## src/rtl/mycpu_pkg.sv

```systemverilog
// Shared decode constants for the mycpu ID stage.
//   - MIPS opcode and funct field encodings for the supported subset
//   - ALU one-hot bit indices (ALU_OP_W bits wide)
//   - operand-select and branch-class enums used between decoder and stage
package mycpu_pkg;

   localparam logic [5:0] OP_SPECIAL = 6'h00;
   localparam logic [5:0] OP_JAL     = 6'h03;
   localparam logic [5:0] OP_BEQ     = 6'h04;
   localparam logic [5:0] OP_BNE     = 6'h05;
   localparam logic [5:0] OP_ADDIU   = 6'h09;
   localparam logic [5:0] OP_LUI     = 6'h0f;
   localparam logic [5:0] OP_LW      = 6'h23;
   localparam logic [5:0] OP_SW      = 6'h2b;

   localparam logic [5:0] FN_SLL  = 6'h00;
   localparam logic [5:0] FN_SRL  = 6'h02;
   localparam logic [5:0] FN_SRA  = 6'h03;
   localparam logic [5:0] FN_JR   = 6'h08;
   localparam logic [5:0] FN_ADDU = 6'h21;
   localparam logic [5:0] FN_SUBU = 6'h23;
   localparam logic [5:0] FN_AND  = 6'h24;
   localparam logic [5:0] FN_OR   = 6'h25;
   localparam logic [5:0] FN_XOR  = 6'h26;
   localparam logic [5:0] FN_NOR  = 6'h27;
   localparam logic [5:0] FN_SLT  = 6'h2a;
   localparam logic [5:0] FN_SLTU = 6'h2b;

   localparam int unsigned ALU_OP_W    = 12;
   localparam int unsigned ALU_OP_ADD  = 0;
   localparam int unsigned ALU_OP_SUB  = 1;
   localparam int unsigned ALU_OP_SLT  = 2;
   localparam int unsigned ALU_OP_SLTU = 3;
   localparam int unsigned ALU_OP_AND  = 4;
   localparam int unsigned ALU_OP_NOR  = 5;
   localparam int unsigned ALU_OP_OR   = 6;
   localparam int unsigned ALU_OP_XOR  = 7;
   localparam int unsigned ALU_OP_SLL  = 8;
   localparam int unsigned ALU_OP_SRL  = 9;
   localparam int unsigned ALU_OP_SRA  = 10;
   localparam int unsigned ALU_OP_LUI  = 11;

   typedef enum logic [1:0] {Src1Rs, Src1Sa, Src1Pc} src1_sel_e;
   typedef enum logic [1:0] {Src2Rt, Src2Simm, Src2Zimm, Src2Eight} src2_sel_e;
   typedef enum logic [2:0] {BrNone, BrBeq, BrBne, BrJal, BrJr} br_type_e;

endpackage

```

## src/rtl/mycpu_id_stage_if.sv

```systemverilog
// IF -> ID handshake bundle.
//   fetch drives: fs_to_ds_valid, fs_pc, fs_inst
//   decode drives: ds_allowin, br_taken, br_target (redirect back to fetch)
interface mycpu_id_stage_if;
   logic        fs_to_ds_valid;
   logic [31:0] fs_pc;
   logic [31:0] fs_inst;
   logic        ds_allowin;
   logic        br_taken;
   logic [31:0] br_target;

   modport master (
      output fs_to_ds_valid, fs_pc, fs_inst,
      input  ds_allowin, br_taken, br_target
   );

   modport slave (
      input  fs_to_ds_valid, fs_pc, fs_inst,
      output ds_allowin, br_taken, br_target
   );
endinterface

```

## src/rtl/mycpu_id_decoder.sv

```systemverilog
// Combinational instruction decoder.
//   inst_i      : latched instruction word
//   alu_op_o    : one-hot ALU operation
//   src*_sel_o  : operand source selects
//   dest_o      : writeback register, 0 = none
//   rs/rt_used_o: register operands that participate in hazard detection
//   mem_we_o, load_o, br_type_o, unknown_o : instruction class
module mycpu_id_decoder
   import mycpu_pkg::*;
(
   input  logic [31:0]         inst_i,
   output logic [ALU_OP_W-1:0] alu_op_o,
   output src1_sel_e           src1_sel_o,
   output src2_sel_e           src2_sel_o,
   output logic [4:0]          dest_o,
   output logic                rs_used_o,
   output logic                rt_used_o,
   output logic                mem_we_o,
   output logic                load_o,
   output br_type_e            br_type_o,
   output logic                unknown_o
);

   logic [5:0] op;
   logic [5:0] funct;
   logic [4:0] rt;
   logic [4:0] rd;

   assign op    = inst_i[31:26];
   assign funct = inst_i[5:0];
   assign rt    = inst_i[20:16];
   assign rd    = inst_i[15:11];

   always_comb begin
      alu_op_o   = '0;
      src1_sel_o = Src1Rs;
      src2_sel_o = Src2Rt;
      dest_o     = 5'd0;
      rs_used_o  = 1'b0;
      rt_used_o  = 1'b0;
      mem_we_o   = 1'b0;
      load_o     = 1'b0;
      br_type_o  = BrNone;
      unknown_o  = 1'b0;
      case (op)
         OP_SPECIAL: begin
            rs_used_o = 1'b1;
            rt_used_o = 1'b1;
            dest_o    = rd;
            case (funct)
               FN_ADDU: alu_op_o[ALU_OP_ADD]  = 1'b1;
               FN_SUBU: alu_op_o[ALU_OP_SUB]  = 1'b1;
               FN_SLT:  alu_op_o[ALU_OP_SLT]  = 1'b1;
               FN_SLTU: alu_op_o[ALU_OP_SLTU] = 1'b1;
               FN_AND:  alu_op_o[ALU_OP_AND]  = 1'b1;
               FN_OR:   alu_op_o[ALU_OP_OR]   = 1'b1;
               FN_XOR:  alu_op_o[ALU_OP_XOR]  = 1'b1;
               FN_NOR:  alu_op_o[ALU_OP_NOR]  = 1'b1;
               FN_SLL: begin
                  alu_op_o[ALU_OP_SLL] = 1'b1;
                  src1_sel_o           = Src1Sa;
               end
               FN_SRL: begin
                  alu_op_o[ALU_OP_SRL] = 1'b1;
                  src1_sel_o           = Src1Sa;
               end
               FN_SRA: begin
                  alu_op_o[ALU_OP_SRA] = 1'b1;
                  src1_sel_o           = Src1Sa;
               end
               FN_JR: begin
                  dest_o    = 5'd0;
                  rt_used_o = 1'b0;
                  br_type_o = BrJr;
               end
               default: begin
                  // Unsupported funct flows through as a nop.
                  unknown_o = 1'b1;
                  dest_o    = 5'd0;
                  rs_used_o = 1'b0;
                  rt_used_o = 1'b0;
               end
            endcase
         end
         OP_ADDIU: begin
            alu_op_o[ALU_OP_ADD] = 1'b1;
            src2_sel_o           = Src2Simm;
            dest_o               = rt;
            rs_used_o            = 1'b1;
         end
         OP_LUI: begin
            alu_op_o[ALU_OP_LUI] = 1'b1;
            src2_sel_o           = Src2Zimm;
            dest_o               = rt;
         end
         OP_LW: begin
            alu_op_o[ALU_OP_ADD] = 1'b1;
            src2_sel_o           = Src2Simm;
            dest_o               = rt;
            rs_used_o            = 1'b1;
            load_o               = 1'b1;
         end
         OP_SW: begin
            alu_op_o[ALU_OP_ADD] = 1'b1;
            src2_sel_o           = Src2Simm;
            rs_used_o            = 1'b1;
            rt_used_o            = 1'b1;
            mem_we_o             = 1'b1;
         end
         OP_BEQ: begin
            rs_used_o = 1'b1;
            rt_used_o = 1'b1;
            br_type_o = BrBeq;
         end
         OP_BNE: begin
            rs_used_o = 1'b1;
            rt_used_o = 1'b1;
            br_type_o = BrBne;
         end
         OP_JAL: begin
            // Link value pc+8 is computed by the ALU.
            alu_op_o[ALU_OP_ADD] = 1'b1;
            src1_sel_o           = Src1Pc;
            src2_sel_o           = Src2Eight;
            dest_o               = 5'd31;
            br_type_o            = BrJal;
         end
         default: unknown_o = 1'b1;
      endcase
   end

endmodule

```

## src/rtl/mycpu_id_stage.sv

```systemverilog
// Instruction-decode stage: owns the IF/ID register, reads the register file, stalls on
// RAW hazards against EX/MEM/WB destinations (no forwarding), resolves branches with
// delay-slot semantics and hands a decoded bundle to EX.
//   clk, resetn   : clock, async active-low reset
//   fs_if         : fetch-side handshake and branch redirect
//   rf_*          : register file read port pair (rs, rt)
//   es/ms/ws_dest : in-flight destination registers, 0 = none
//   es_allowin    : EX back-pressure
//   ds_*          : decoded bundle toward EX
module mycpu_id_stage
   import mycpu_pkg::*;
#(
   parameter logic [31:0] RESET_PC_INST = 32'h0000_0000
) (
   input  logic                clk,
   input  logic                resetn,
   mycpu_id_stage_if.slave     fs_if,
   output logic [4:0]          rf_raddr1,
   output logic [4:0]          rf_raddr2,
   input  logic [31:0]         rf_rdata1,
   input  logic [31:0]         rf_rdata2,
   input  logic [4:0]          es_dest,
   input  logic [4:0]          ms_dest,
   input  logic [4:0]          ws_dest,
   input  logic                es_allowin,
   output logic                ds_to_es_valid,
   output logic [31:0]         ds_pc,
   output logic [ALU_OP_W-1:0] ds_alu_op,
   output logic [31:0]         ds_src1,
   output logic [31:0]         ds_src2,
   output logic [4:0]          ds_dest,
   output logic                ds_mem_we,
   output logic                ds_load,
   output logic [31:0]         ds_store_data,
   output logic                ds_unknown
);

   logic        ds_valid_q, ds_valid_d;
   logic [31:0] ds_pc_q, ds_pc_d;
   logic [31:0] ds_inst_q, ds_inst_d;

   src1_sel_e   src1_sel;
   src2_sel_e   src2_sel;
   br_type_e    br_type;
   logic        rs_used, rt_used;
   logic [4:0]  rs, rt;
   logic [15:0] imm;
   logic        rs_hit, rt_hit, stall, ds_ready_go, br_cond;
   logic [31:0] pc_plus4, simm;

   mycpu_id_decoder u_decoder (
      .inst_i     (ds_inst_q),
      .alu_op_o   (ds_alu_op),
      .src1_sel_o (src1_sel),
      .src2_sel_o (src2_sel),
      .dest_o     (ds_dest),
      .rs_used_o  (rs_used),
      .rt_used_o  (rt_used),
      .mem_we_o   (ds_mem_we),
      .load_o     (ds_load),
      .br_type_o  (br_type),
      .unknown_o  (ds_unknown)
   );

   assign rs        = ds_inst_q[25:21];
   assign rt        = ds_inst_q[20:16];
   assign imm       = ds_inst_q[15:0];
   assign rf_raddr1 = rs;
   assign rf_raddr2 = rt;
   assign simm      = {{16{imm[15]}}, imm};
   assign pc_plus4  = ds_pc_q + 32'd4;

   // Register 0 never creates a hazard; matching a nonzero reg implies a nonzero dest.
   assign rs_hit = (rs != 5'd0) && ((rs == es_dest) || (rs == ms_dest) || (rs == ws_dest));
   assign rt_hit = (rt != 5'd0) && ((rt == es_dest) || (rt == ms_dest) || (rt == ws_dest));
   assign stall  = ds_valid_q && ((rs_used && rs_hit) || (rt_used && rt_hit));

   assign ds_ready_go      = !stall;
   assign fs_if.ds_allowin = !ds_valid_q || (ds_ready_go && es_allowin);
   assign ds_to_es_valid   = ds_valid_q && ds_ready_go;
   assign ds_pc            = ds_pc_q;
   assign ds_store_data    = rf_rdata2;

   always_comb begin
      ds_src1 = rf_rdata1;
      unique case (src1_sel)
         Src1Sa:  ds_src1 = {27'b0, ds_inst_q[10:6]};
         Src1Pc:  ds_src1 = ds_pc_q;
         default: ds_src1 = rf_rdata1;
      endcase
      ds_src2 = rf_rdata2;
      unique case (src2_sel)
         Src2Simm:  ds_src2 = simm;
         Src2Zimm:  ds_src2 = {16'b0, imm};
         Src2Eight: ds_src2 = 32'd8;
         default:   ds_src2 = rf_rdata2;
      endcase
   end

   always_comb begin
      br_cond         = 1'b0;
      fs_if.br_target = pc_plus4 + {simm[29:0], 2'b00};
      case (br_type)
         BrBeq: br_cond = (rf_rdata1 == rf_rdata2);
         BrBne: br_cond = (rf_rdata1 != rf_rdata2);
         BrJal: begin
            br_cond         = 1'b1;
            fs_if.br_target = {pc_plus4[31:28], ds_inst_q[25:0], 2'b00};
         end
         BrJr: begin
            br_cond         = 1'b1;
            fs_if.br_target = rf_rdata1;
         end
         default: br_cond = 1'b0;
      endcase
   end

   // Redirect only in the handoff cycle so a stalled branch is not taken twice.
   assign fs_if.br_taken = ds_valid_q && ds_ready_go && es_allowin && br_cond;

   always_comb begin
      ds_valid_d = ds_valid_q;
      ds_pc_d    = ds_pc_q;
      ds_inst_d  = ds_inst_q;
      if (fs_if.ds_allowin) begin
         ds_valid_d = fs_if.fs_to_ds_valid;
         if (fs_if.fs_to_ds_valid) begin
            ds_pc_d   = fs_if.fs_pc;
            ds_inst_d = fs_if.fs_inst;
         end
      end
   end

   always_ff @(posedge clk or negedge resetn) begin
      if (!resetn) begin
         ds_valid_q <= 1'b0;
         ds_pc_q    <= 32'd0;
         ds_inst_q  <= RESET_PC_INST;
      end else begin
         ds_valid_q <= ds_valid_d;
         ds_pc_q    <= ds_pc_d;
         ds_inst_q  <= ds_inst_d;
      end
   end

endmodule

```

## src/flat_wrapper.sv

```systemverilog
// flat-port wrapper written by rule: the top's interface ports become plain ports
module mycpu_id_stage_flat import mycpu_pkg::*;
#(
   parameter logic [31:0] RESET_PC_INST = 32'h0000_0000
)
  (clk, resetn, rf_raddr1, rf_raddr2, rf_rdata1, rf_rdata2, es_dest, ms_dest, ws_dest, es_allowin, ds_to_es_valid, ds_pc, ds_alu_op, ds_src1, ds_src2, ds_dest, ds_mem_we, ds_load, ds_store_data, ds_unknown, fs_if_fs_to_ds_valid, fs_if_fs_pc, fs_if_fs_inst, fs_if_ds_allowin, fs_if_br_taken, fs_if_br_target);
  mycpu_id_stage_if fs_if_i ();
  input  logic clk;
  input  logic resetn;
  output logic [4:0] rf_raddr1;
  output logic [4:0] rf_raddr2;
  input  logic [31:0] rf_rdata1;
  input  logic [31:0] rf_rdata2;
  input  logic [4:0] es_dest;
  input  logic [4:0] ms_dest;
  input  logic [4:0] ws_dest;
  input  logic es_allowin;
  output logic ds_to_es_valid;
  output logic [31:0] ds_pc;
  output logic [ALU_OP_W-1:0] ds_alu_op;
  output logic [31:0] ds_src1;
  output logic [31:0] ds_src2;
  output logic [4:0] ds_dest;
  output logic ds_mem_we;
  output logic ds_load;
  output logic [31:0] ds_store_data;
  output logic ds_unknown;
  input wire logic [$bits(fs_if_i.fs_to_ds_valid)-1:0] fs_if_fs_to_ds_valid;
  input wire logic [$bits(fs_if_i.fs_pc)-1:0] fs_if_fs_pc;
  input wire logic [$bits(fs_if_i.fs_inst)-1:0] fs_if_fs_inst;
  output wire logic [$bits(fs_if_i.ds_allowin)-1:0] fs_if_ds_allowin;
  output wire logic [$bits(fs_if_i.br_taken)-1:0] fs_if_br_taken;
  output wire logic [$bits(fs_if_i.br_target)-1:0] fs_if_br_target;
  assign fs_if_i.fs_to_ds_valid = fs_if_fs_to_ds_valid;
  assign fs_if_i.fs_pc = fs_if_fs_pc;
  assign fs_if_i.fs_inst = fs_if_fs_inst;
  assign fs_if_ds_allowin = fs_if_i.ds_allowin;
  assign fs_if_br_taken = fs_if_i.br_taken;
  assign fs_if_br_target = fs_if_i.br_target;
  mycpu_id_stage #(.RESET_PC_INST(RESET_PC_INST)) u_core (.clk(clk), .resetn(resetn), .fs_if(fs_if_i), .rf_raddr1(rf_raddr1), .rf_raddr2(rf_raddr2), .rf_rdata1(rf_rdata1), .rf_rdata2(rf_rdata2), .es_dest(es_dest), .ms_dest(ms_dest), .ws_dest(ws_dest), .es_allowin(es_allowin), .ds_to_es_valid(ds_to_es_valid), .ds_pc(ds_pc), .ds_alu_op(ds_alu_op), .ds_src1(ds_src1), .ds_src2(ds_src2), .ds_dest(ds_dest), .ds_mem_we(ds_mem_we), .ds_load(ds_load), .ds_store_data(ds_store_data), .ds_unknown(ds_unknown));
endmodule
```

## config.mk

```make
export PLATFORM = sky130hd
export DESIGN_NAME = mycpu_id_stage_flat
export DESIGN_NICKNAME = d
export VERILOG_FILES = /design/src/rtl/mycpu_pkg.sv /design/src/rtl/mycpu_id_stage_if.sv /design/src/rtl/mycpu_id_decoder.sv /design/src/rtl/mycpu_id_stage.sv /design/src/flat_wrapper.sv
export SDC_FILE = /design/constraint.sdc
export NUM_CORES = 1
export LEC_CHECK = 0
export CORE_UTILIZATION = 39
export DETAILED_ROUTE_END_ITERATION = 12
export GPL_TIMING_DRIVEN = 1
export PLACE_DENSITY = 0.89
export SLEW_MARGIN = 20
export SYNTH_ARGS = -nofsm -noshare
export SYNTH_HDL_FRONTEND = slang
export SYNTH_SLANG_ARGS = --single-unit
```

## constraint.sdc

```tcl
create_clock -name clk -period 4 [get_ports clk]
set_clock_uncertainty 0.1 [all_clocks]
set_input_delay 0.6 -clock clk [delete_from_list [all_inputs] [get_ports clk]]
set_output_delay 0.6 -clock clk [all_outputs]
set_load 0.01 [all_outputs]
```

==> flow_metrics.py <==
metrics = {
    "run_status": {
        "status": "finished, violations left",
        "violations": "negative setup slack",
    },
    "power": {
        "power_mw": 5.53,
        "leakagePower_nw": 5.65,
        "p_per_area_nw_per_um2": 425,
        "peakVddDrop_mv": 0.242,
    },
    "final_layout": {
        "final_nets": 1502,
        "multi_input_area_um2": 5710,
        "fillerInstances": 1409,
        "final_layout_size_suffix_gt1_share_pct": 30.7,
        "area_delta_synth_final_pct": 73.3,
        "regArea_um2": 1640,
        "antenna-diode-count": 0,
    },
    "timing": {
        "period_needed_ps": 4550,
        "worst_pin_slew_ps": 1020,
        "slew_violations": 0,
        "finalCritPeriodShare_pct": 114,
        "rsz0062_at_grt": "yes",
        "hold_violations": 0,
        "setup_viol": 43,
        "timing.fmax_ghz": 0.220,
        "worst_slack_ps": -549,
        "slew_headroom_pct": 32.1,
        "whs_ps": 342,
    },
    "global_route": {
        "grt_pass1_vias": 8518,
        "grt_max_degree": 39,
        "grt_usage_pct": 33.8,
        "antenna_found_initial": 0,
        "grt_overflow": 0,
        "grt_pass1_wl_mm": 50.6,
    },
    "detailed_routing": {
        "wl_mm": 35.1,
        "dr.pass1.iters": 5,
        "antenna_left": 0,
        "drc": 0,
        "wl_per_cell_um": 22.2,
        "drt-initial-drc-count": 593,
        "via_per_inst": 5.60,
        "routed-via-count": 8862,
    },
    "hold_path": {
        "hold_class": "primary input to asynchronous set/reset pin",
    },
    "yosys": {
        "synth-warning-count": 0,
        "synthFlopType": "dfrtp_1",
        "ys_seq_elements": 65,
        "synth_edf_count": 0,
        "netlist_instances": 859,
        "ys_seq_area_share_pct": 21.6,
        "synthDistinctLibCells": 63,
        "synthesis.area_um2": 7520,
        "syn_area_per_cell_um2": 8.75,
        "synth_fp_nets": 1044,
        "async_flop_share_pct": 100,
    },
    "critical_path": {
        "r2r-start": "u_core.ds_inst_q[1]",
        "crit-reg2reg-capture": "u_core.ds_pc[30]",
        "critical_path.cell_chain": "and3_4, and3_4, nand3_4, buf_4, buf_4, nor2_1, xor2_1, ha_1, nand3_1, nor3_2, o21ai_2, a31oi_2, a311oi_2, o21ai_2, xor2_1, nor3_1, a221o_1, buf_6",
        "crit_path_max_incr_delay_ps": 360,
        "reg2reg_depth": 11,
        "critical_path_class": "flip-flop to output pin",
        "r2r_slack_ps": 640,
        "slowest_stage": "dfrtp_2",
        "cp_max_fo": 4,
        "end_kind": "output pin",
        "required_ps": 3300,
        "crit_arrival_ps": 3850,
        "worst_setup_path_start_kind": "flip-flop",
    },
    "placed_design": {
        "port_buffers": 339,
        "post-dp-hpwl_mm": 27.5,
        "dp_slack_ps": -526,
        "place.gp.congestion": 0.995,
    },
    "flow_run": {
        "cap_violations": 0,
    },
    "floorplanning": {
        "io_pins": 340,
        "start_util_pct": 39.9,
        "core-area_um2": 18800,
        "die_y_um": 141,
        "rows": 50,
        "dieArea_um2": 19800,
        "fp.dieW_um": 141,
    },
    "cts": {
        "cts_buffer_depth": 2,
        "cts_max_level": 3,
        "cts.sinks": 65,
        "clk_latency_ps": 340,
        "hold_buffers": 0,
        "path_clk_slew_ps": 60,
        "cts_buffers": 9,
        "cts_tree": "built",
        "cts_root_buffer": "clkbuf_16",
    },
}
## logic make-up (layout without fill, tap and decap cells)
kind of cell | Yosys count | in the layout | synth area share [%]
adders and majority gates | 38 | 38 | 6.42
DFF | 65 | 65 | 21.6
buffers and inverters | 114 | 577 | 9.47
xor gates and xnor gates | 115 | 115 | 13.4
AOI/OAI and AO/OA | 223 | 223 | 20.0
and+or+nand+nor | 236 | 236 | 15.9
muxes | 68 | 68 | 13.1
## cell usage after synthesis, drive strengths merged, types with 9 or more instances
master  count  area share, %
dfrtp      65             22
nand3      30            2.0
xor2       36            4.2
ha         37            6.2
inv        18           0.90
nand4      18            1.5
nor2       30            1.5
mux2       64             13
nand2      84            4.2
a22o       26            3.0
buf        56            6.6
o21ai      66            4.4
xnor2      79            9.2
a21o       26            2.6
clkbuf     40            2.0
a22oi      31            3.1
a21oi      32            2.1
nor3       22            1.5
nor4        9            1.2
nor2b       9           0.85
## cells in the final DEF (no fill, tap or decap), types with 31 or more instances in the layout
cell type and count:
dfrtp_1 57, mux2_4 60, buf_4 191, a22oi_1 31, o21ai_1 44, clkdlybuf4s50_1 316, xnor2_1 71, xor2_1 34
nand2_1 80, ha_1 31
## how the worst max path moves through the flow
stage                               end              from  cells past startpoint  slack, ps
finish              fs_if_br_target[31]   u_core.ds_pc[7]                     18       -550
floorplan           fs_if_br_target[31]   u_core.ds_pc[5]                     16          2
global placement    fs_if_br_target[31]   u_core.ds_pc[5]                     17       -440
CTS                 fs_if_br_target[31]   u_core.ds_pc[7]                     16       -490
global route        fs_if_br_target[31]  u_core.ds_pc[15]                     16       -750
detailed placement  fs_if_br_target[31]   u_core.ds_pc[5]                     17       -530
## critical path, delay by kind of cell, from the launching register on
kind                       cells  cell delay, ps
and+or+nand+nor                7            1110
AOI/OAI and AO/OA              5            1000
buffers and inverters          3             390
DFF                            1             360
adders and majority gates      1             350
xor gates and xnor gates       2             300
## registers in the layout, indices dropped and copies added, names as in the netlist
name and count:
u_core.ds_inst_q 32, u_core.ds_valid_q 1, u_core.ds_pc 32
## power by group
| group | total [mW] | internal [mW] | switching [mW] |
|---|---|---|---|
| clock network | 0.893 | 0.578 | 0.315 |
| logic | 3.71 | 1.96 | 1.75 |
| registers | 0.933 | 0.766 | 0.167 |
| total | 5.53 | 3.30 | 2.23 |
## cell type report
| type | count | area share (%) |
|---|---|---|
| Multi-Input combinational cell | 680 | 43.8 |
| Inverter | 18 | 0.519 |
| Clock buffer | 11 | 1.94 |
| Sequential cell | 65 | 12.6 |
| Timing Repair Buffer | 543 | 38.1 |
| Clock inverter | 5 | 0.595 |
| Tap cell | 260 | 2.50 |
## metrics by stage
stage          std cells  utilization, %  TNS [ps]  area, um^2
6_report            1582            69.2     -9500       13000
5_1_grt             1582            69.2    -14180       13000
4_1_cts             1566            67.2     -6980       12700
3_5_place_dp        1534            63.8     -4320       12000
3_3_place_gp        1534            63.8     -3410       12000
2_1_floorplan        859               -         0        7580
## routing by layer
metal / global-route usage (%) / part of all wire [%]
met1: 45.0 / 42
met2: 55.6 / 47
met5: 0 / 0
met3: 5.37 / 8.1
met4: 11.1 / 3.1
## repair_timing
item                       4_1_cts  5_1_grt
setup buffers                   16       16
resized for setup              115       67
setup endpoints to repair       50       58
cloned                           0        0
pin swaps                       33       46
Power figures use the tool's default switching activity.
